## src/rtl/tvm_loop_nest_gen_pkg.sv

```systemverilog
// tvm_loop_defs: shared state encoding, depth limit and level slice macro
// for the nested loop iterator generator.
`ifndef TVM_LOOP_DEFS_SV
`define TVM_LOOP_DEFS_SV
`define TVM_LVL(vec, k, w) vec[(k)*(w) +: (w)]

package tvm_loop_defs;

    typedef enum logic [1:0] {
        ST_IDLE = 2'd0,
        ST_RUN  = 2'd1,
        ST_DONE = 2'd2
    } state_t;

    localparam int MAX_DEPTH = 8;

endpackage

`endif

```

## src/rtl/tvm_loop_level.sv

```systemverilog
// tvm_loop_level: one loop level with latched begin/end/step; wraps to begin
// and carries out when cur+step (one extra bit) reaches end.
module tvm_loop_level #(
    parameter int WIDTH = 8
) (
    input  logic             clk,
    input  logic             rst,
    input  logic             load,
    input  logic             carry_in,
    input  logic [WIDTH-1:0] cfg_begin,
    input  logic [WIDTH-1:0] cfg_end,
    input  logic [WIDTH-1:0] cfg_step,
    output logic [WIDTH-1:0] cur,
    output logic             last,
    output logic             carry_out,
    output logic             empty
);

    logic [WIDTH-1:0] r_beg;
    logic [WIDTH-1:0] r_end;
    logic [WIDTH-1:0] r_step;
    logic [WIDTH-1:0] r_cur;
    logic [WIDTH:0]   w_next;

    // extra carry bit keeps a large step near 2^WIDTH from wrapping below end
    assign w_next    = {1'b0, r_cur} + {1'b0, r_step};
    assign last      = w_next >= {1'b0, r_end};
    assign carry_out = carry_in & last;
    assign empty     = r_beg >= r_end;
    assign cur       = r_cur;

    always_ff @(posedge clk or negedge rst) begin
        if (!rst) begin
            r_beg  <= '0;
            r_end  <= '0;
            r_step <= '0;
            r_cur  <= '0;
        end else if (load) begin
            r_beg  <= cfg_begin;
            r_end  <= cfg_end;
            r_step <= (cfg_step == '0) ? {{(WIDTH-1){1'b0}}, 1'b1} : cfg_step;
            r_cur  <= cfg_begin;
        end else if (carry_in) begin
            r_cur  <= last ? r_beg : w_next[WIDTH-1:0];
        end
    end

endmodule

```

## src/rtl/tvm_loop_nest_gen.sv

```systemverilog
// tvm_loop_nest_gen: DEPTH-level nested loop iterator with valid/ready.
// Optional linear beat counter flat_idx under TVM_LOOP_FLAT_INDEX_EN.
module tvm_loop_nest_gen
    import tvm_loop_defs::*;
#(
    parameter int DEPTH = 2,
    parameter int WIDTH = 8
) (
    input  logic                   clk,
    input  logic                   rst,
    input  logic                   start,
    input  logic                   abort,
    input  logic [DEPTH*WIDTH-1:0] cfg_begin,
    input  logic [DEPTH*WIDTH-1:0] cfg_end,
    input  logic [DEPTH*WIDTH-1:0] cfg_step,
    output logic                   busy,
    output logic                   iter_valid,
    input  logic                   iter_ready,
    output logic [DEPTH*WIDTH-1:0] iter,
    output logic [DEPTH-1:0]       iter_last,
`ifdef TVM_LOOP_FLAT_INDEX_EN
    output logic [DEPTH*WIDTH-1:0] flat_idx,
`endif
    output logic                   done
);

    state_t                 r_state;
    state_t                 w_nxt;
    logic                   w_load;
    logic                   w_adv;
    logic                   w_empty;
    logic [DEPTH:0]         w_carry;
    logic [DEPTH-1:0]       w_last;
    logic [DEPTH-1:0]       w_empty_v;
    logic [DEPTH*WIDTH-1:0] w_cur;

    if (DEPTH < 1 || DEPTH > MAX_DEPTH) begin : g_bad_depth
        $error("DEPTH out of range");
    end

    assign w_empty    = |w_empty_v;
    assign w_load     = (r_state == ST_IDLE) && start && !abort;
    assign w_adv      = (r_state == ST_RUN) && !w_empty && iter_ready && !abort;
    assign w_carry[0] = w_adv;

    for (genvar g = 0; g < DEPTH; g++) begin : g_lvl
        tvm_loop_level #(.WIDTH(WIDTH)) u_lvl (
            .clk       (clk),
            .rst       (rst),
            .load      (w_load),
            .carry_in  (w_carry[g]),
            .cfg_begin (`TVM_LVL(cfg_begin, g, WIDTH)),
            .cfg_end   (`TVM_LVL(cfg_end, g, WIDTH)),
            .cfg_step  (`TVM_LVL(cfg_step, g, WIDTH)),
            .cur       (`TVM_LVL(w_cur, g, WIDTH)),
            .last      (w_last[g]),
            .carry_out (w_carry[g+1]),
            .empty     (w_empty_v[g])
        );
    end

    always_ff @(posedge clk or negedge rst) begin
        if (!rst)
            r_state <= ST_IDLE;
        else
            r_state <= w_nxt;
    end

    // a zero-trip run spends one silent RUN cycle, so done lands two cycles after start
    always_comb begin
        w_nxt = ST_IDLE;
        unique case (r_state)
            ST_IDLE: w_nxt = w_load ? ST_RUN : ST_IDLE;
            ST_RUN:  w_nxt = abort ? ST_IDLE : (w_empty || w_carry[DEPTH]) ? ST_DONE : ST_RUN;
            default: w_nxt = ST_IDLE;
        endcase
    end

    always_comb begin
        busy       = (r_state == ST_RUN) || (r_state == ST_DONE);
        iter_valid = (r_state == ST_RUN) && !w_empty;
        done       = r_state == ST_DONE;
        iter       = iter_valid ? w_cur : '0;
        iter_last  = iter_valid ? w_last : '0;
    end

`ifdef TVM_LOOP_FLAT_INDEX_EN
    logic [DEPTH*WIDTH-1:0] r_flat;

    always_ff @(posedge clk or negedge rst) begin
        if (!rst)
            r_flat <= '0;
        else if (w_load || abort)
            r_flat <= '0;
        else if (w_adv)
            r_flat <= r_flat + {{(DEPTH*WIDTH-1){1'b0}}, 1'b1};
    end

    assign flat_idx = r_flat;
`endif

endmodule
```

## config.mk

```make
export PLATFORM = sky130hd
export DESIGN_NAME = tvm_loop_nest_gen
export DESIGN_NICKNAME = d
export VERILOG_FILES = /design/src/rtl/tvm_loop_nest_gen_pkg.sv /design/src/rtl/tvm_loop_level.sv /design/src/rtl/tvm_loop_nest_gen.sv
export SDC_FILE = /design/constraint.sdc
export NUM_CORES = 1
export LEC_CHECK = 0
export CAP_MARGIN = 10
export CORE_UTILIZATION = 44
export CTS_CLUSTER_SIZE = 16
export DETAILED_ROUTE_END_ITERATION = 8
export GPL_TIMING_DRIVEN = 0
export PLACE_DENSITY = 0.7
export RECOVER_POWER = 100
export SLEW_MARGIN = 20
export SYNTH_ARGS = -nofsm -noshare
export SYNTH_HDL_FRONTEND = slang
export SYNTH_HIERARCHICAL = 1
export SYNTH_SLANG_ARGS = --single-unit
```

## constraint.sdc

```tcl
create_clock -name clk -period 3.3 [get_ports clk]
set_input_delay 0.495 -clock clk [delete_from_list [all_inputs] [get_ports clk]]
set_output_delay 0.495 -clock clk [all_outputs]
set_load 0.02 [all_outputs]
```

==> flow_metrics.py <==
metrics = {
    "synthesis": {
        "async_flop_share_pct": 100.0,
        "syn_area_per_cell_um2": 10.39,
        "post_synth_num_cell_types": 61,
        "syn_nets": 522,
        "syn-cell-area_mm2": 0.004323,
        "synth_edf_count": 0,
        "syn_inst": 416,
        "synth_top_flop_cell": "dfrtp_1",
        "seq_area_frac_synth_pct": 38.21,
        "synth_seq_cells": 66,
        "yosysWarningCount": 6,
    },
    "clock_tree": {
        "clock-sinks": 66,
        "clkSlewWorstSetupHoldPaths_ns": 0.08,
        "cts_tree": "built",
        "clk_latency_ns": 0.35,
        "cts_hold_buf": 0,
        "cts_buffer_depth": 2,
        "ctsHtreeMaxLevel": 3,
        "cts_buffers": 9,
        "root_buffer": "clkbuf_8",
    },
    "placed_design": {
        "place_inst": 619,
        "place_congestion": 0.7969,
        "portBuffers": 73,
        "dp_hpwl_mm": 8.204,
    },
    "sta": {
        "rsz0062_at_grt": "true",
        "hold_viol": 0,
        "fin_crit_sh_pct": 114.1,
        "setup_viol": 28,
        "whs_ns": 0.4428,
        "clock_skew_ns": 0.01533,
        "setup_tns_ns": -6.587,
        "period_needed_ns": 3.766,
        "tightest_slew_ns": 1.386,
        "slew_headroom_pct": 7.593,
        "slew_viol_final": 0,
        "fmax_mhz": 265.6,
        "layout_setup_ws_ns": -0.4656,
    },
    "final_layout": {
        "drive_gt1_share_pct": 31.01,
        "nets": 646,
        "n_antenna_cell": 0,
        "fin_util_pct": 64.69,
        "layout_commonest_cell": "dfrtp_1",
        "syn2layout_area_growth_pct": 40.23,
        "final_cell_mix": "dfrtp_1 (65), clkdlybuf4s50_1 (51), ha_1 (44), buf_6 (29)",
        "final_cells": 674,
    },
    "run_status": {
        "status": "complete, but fails checks",
        "violations": "negative setup slack",
    },
    "drt": {
        "vias_per_cell": 5.491,
        "drt-total-wl_mm": 11.78,
        "antenna_left": 0,
        "wire_per_inst_um": 17.48,
        "drt_iter0_markers": 267,
        "vias": 3701,
        "drt_pass1_iterations": 4,
        "drc_errors": 0,
    },
    "min_path": {
        "min_path_type": "in2async",
    },
    "critical_path": {
        "crit_arrival_ns": 3.27,
        "path_max_fanout": 3,
        "worstPathRequired_ns": 2.80,
        "path_class": "reg2out",
        "start_kind": "flop",
        "cp-end-kind": "output port",
    },
    "floorplan": {
        "num_rows": 35,
        "initial_core_util_pct": 46.13,
        "coreArea_mm2": 0.009371,
        "die_w_um": 101.1,
        "fp.dieArea_mm2": 0.01023,
        "fp.dieH_um": 101.1,
        "pin_count": 74,
    },
    "global_routing": {
        "grt.total_usage_pct": 24.85,
        "grt_start_max_net_pins": 43,
        "grt_pass1_vias": 3729,
        "grt-ovfl-total": 0,
        "antenna_found_initial": 0,
        "grt_pass1_wl_mm": 19.35,
    },
    "job": {
        "maxCapViolCount": 0,
    },
}
==> final cells by class <==
cell class                 instances  area, um2
buffer                            12      60.06
clock buffer                      11      141.4
clock inverter                     5      77.57
fill                             757       3309
inverter                          27      101.3
multi-input combinational        310       2749
sequential                        66       1653
tap                              129      161.4
timing repair buffer             114       1119
==> logic make-up (layout without fill, tap and decap cells) <==
group,Yosys count,count (layout),synth area share [%]
AOI/OAI and AO/OA,117,117,19.25
and+or+nand+nor,91,91,10.94
DFF,66,66,38.21
adders and majority gates,53,53,15.69
muxes,40,40,10.07
buffers and inverters,40,169,4.023
xor gates and xnor gates,9,9,1.824
==> per-layer routing <==
metal / track usage [%] / wire [um] / vias up / part of all wire (%)
met4: 7.246 / 186 / 0 / 1.6
met1: 35.48 / 5498 / 1826 / 47
met3: 3.814 / 628 / 18 / 5.3
li1: - / - / 1745 / -
met2: 39.09 / 5465 / 112 / 46
met5: 0 / 0 / - / 0
==> worst max-delay path: stages (launching register included) <==
cell and delay, ns:
dfrtp_1 0.39, ha_2 0.21, fa_2 0.37, a211oi_2 0.21, nor2_2 0.10, o22ai_4 0.15
xnor2_1 0.10, ha_1 0.32, and4_1 0.21, o21ai_2 0.09, o211a_1 0.26, o221ai_4 0.22
and2_4 0.18, buf_6 0.11
==> state kept, by name (all words and copies together) (netlist names) <==
register,count
g_lvl.u_lvl/r_beg,16
g_lvl.u_lvl/r_step,16
r_state,2
g_lvl.u_lvl/cur,16
g_lvl.u_lvl/r_end,16
==> Yosys cell counts (4+ instances only) <==
cell type	number	area (um2)
and2_1	20	125.1
nand2b_1	5	31.28
mux2_1	4	45.04
a22oi_1	10	75.07
clkbuf_1	8	30.03
o21a_1	4	30.03
inv_1	27	101.4
xnor2_1	7	61.31
nor2_1	19	71.32
o21ai_1	15	75.07
a21o_1	8	60.06
o21ai_0	21	105.1
a211oi_1	4	30.03
mux2i_1	12	120.1
mux2_2	24	270.3
a211oi_2	4	50.05
o211ai_1	4	30.03
nand2_1	27	101.4
nor2b_1	4	25.02
a21oi_1	17	85.08
dfrtp_1	66	1652
ha_1	51	638.1
==> what timing repair did <==
action / 4_1_cts / 5_1_grt
buffers inserted: 32 / 12
endpoints found under the hold margin: 0 / 0
pin swaps: 27 / 22
setup endpoints to repair: 34 / 37
gates resized for setup: 147 / 37
==> through the flow <==
step / instance area (um2) / worst slack (ns)
CTS: 5902 / -0.4247
finish: 6062 / -0.4656
global placement: 5223 / -0.7368
global route: 6062 / -0.5702
detailed placement: 5240 / -0.7623
floorplan: 4330 / -0.04367
==> path summary, 6_finish.rpt <==
check | from | to | slack (ns) | cells past startpoint
worst max-delay path | g_lvl[0].u_lvl/r_step[0]$_DFFE_PN0P_ | iter_last[0] | -0.47 | 13
worst min-delay path | rst | g_lvl[1].u_lvl/r_step[1]$_DFFE_PN0P_ | 0.44 | 1
worst max register to register | g_lvl[0].u_lvl/r_step[0]$_DFFE_PN0P_ | g_lvl[1].u_lvl/cur[7]$_DFFE_PN0P_ | -0.40 | 17
worst min register to register | g_lvl[1].u_lvl/r_step[2]$_DFFE_PN0P_ | g_lvl[1].u_lvl/r_step[2]$_DFFE_PN0P_ | 0.50 | 1
max in group asynchronous | rst | g_lvl[0].u_lvl/cur[1]$_DFFE_PN0P_ | 1.06 | 2
min in group clk | g_lvl[1].u_lvl/r_step[2]$_DFFE_PN0P_ | g_lvl[1].u_lvl/r_step[2]$_DFFE_PN0P_ | 0.50 | 1
Power is not shown: default switching activity piles up to over one toggle a cycle in this logic, so the estimate is an artifact.
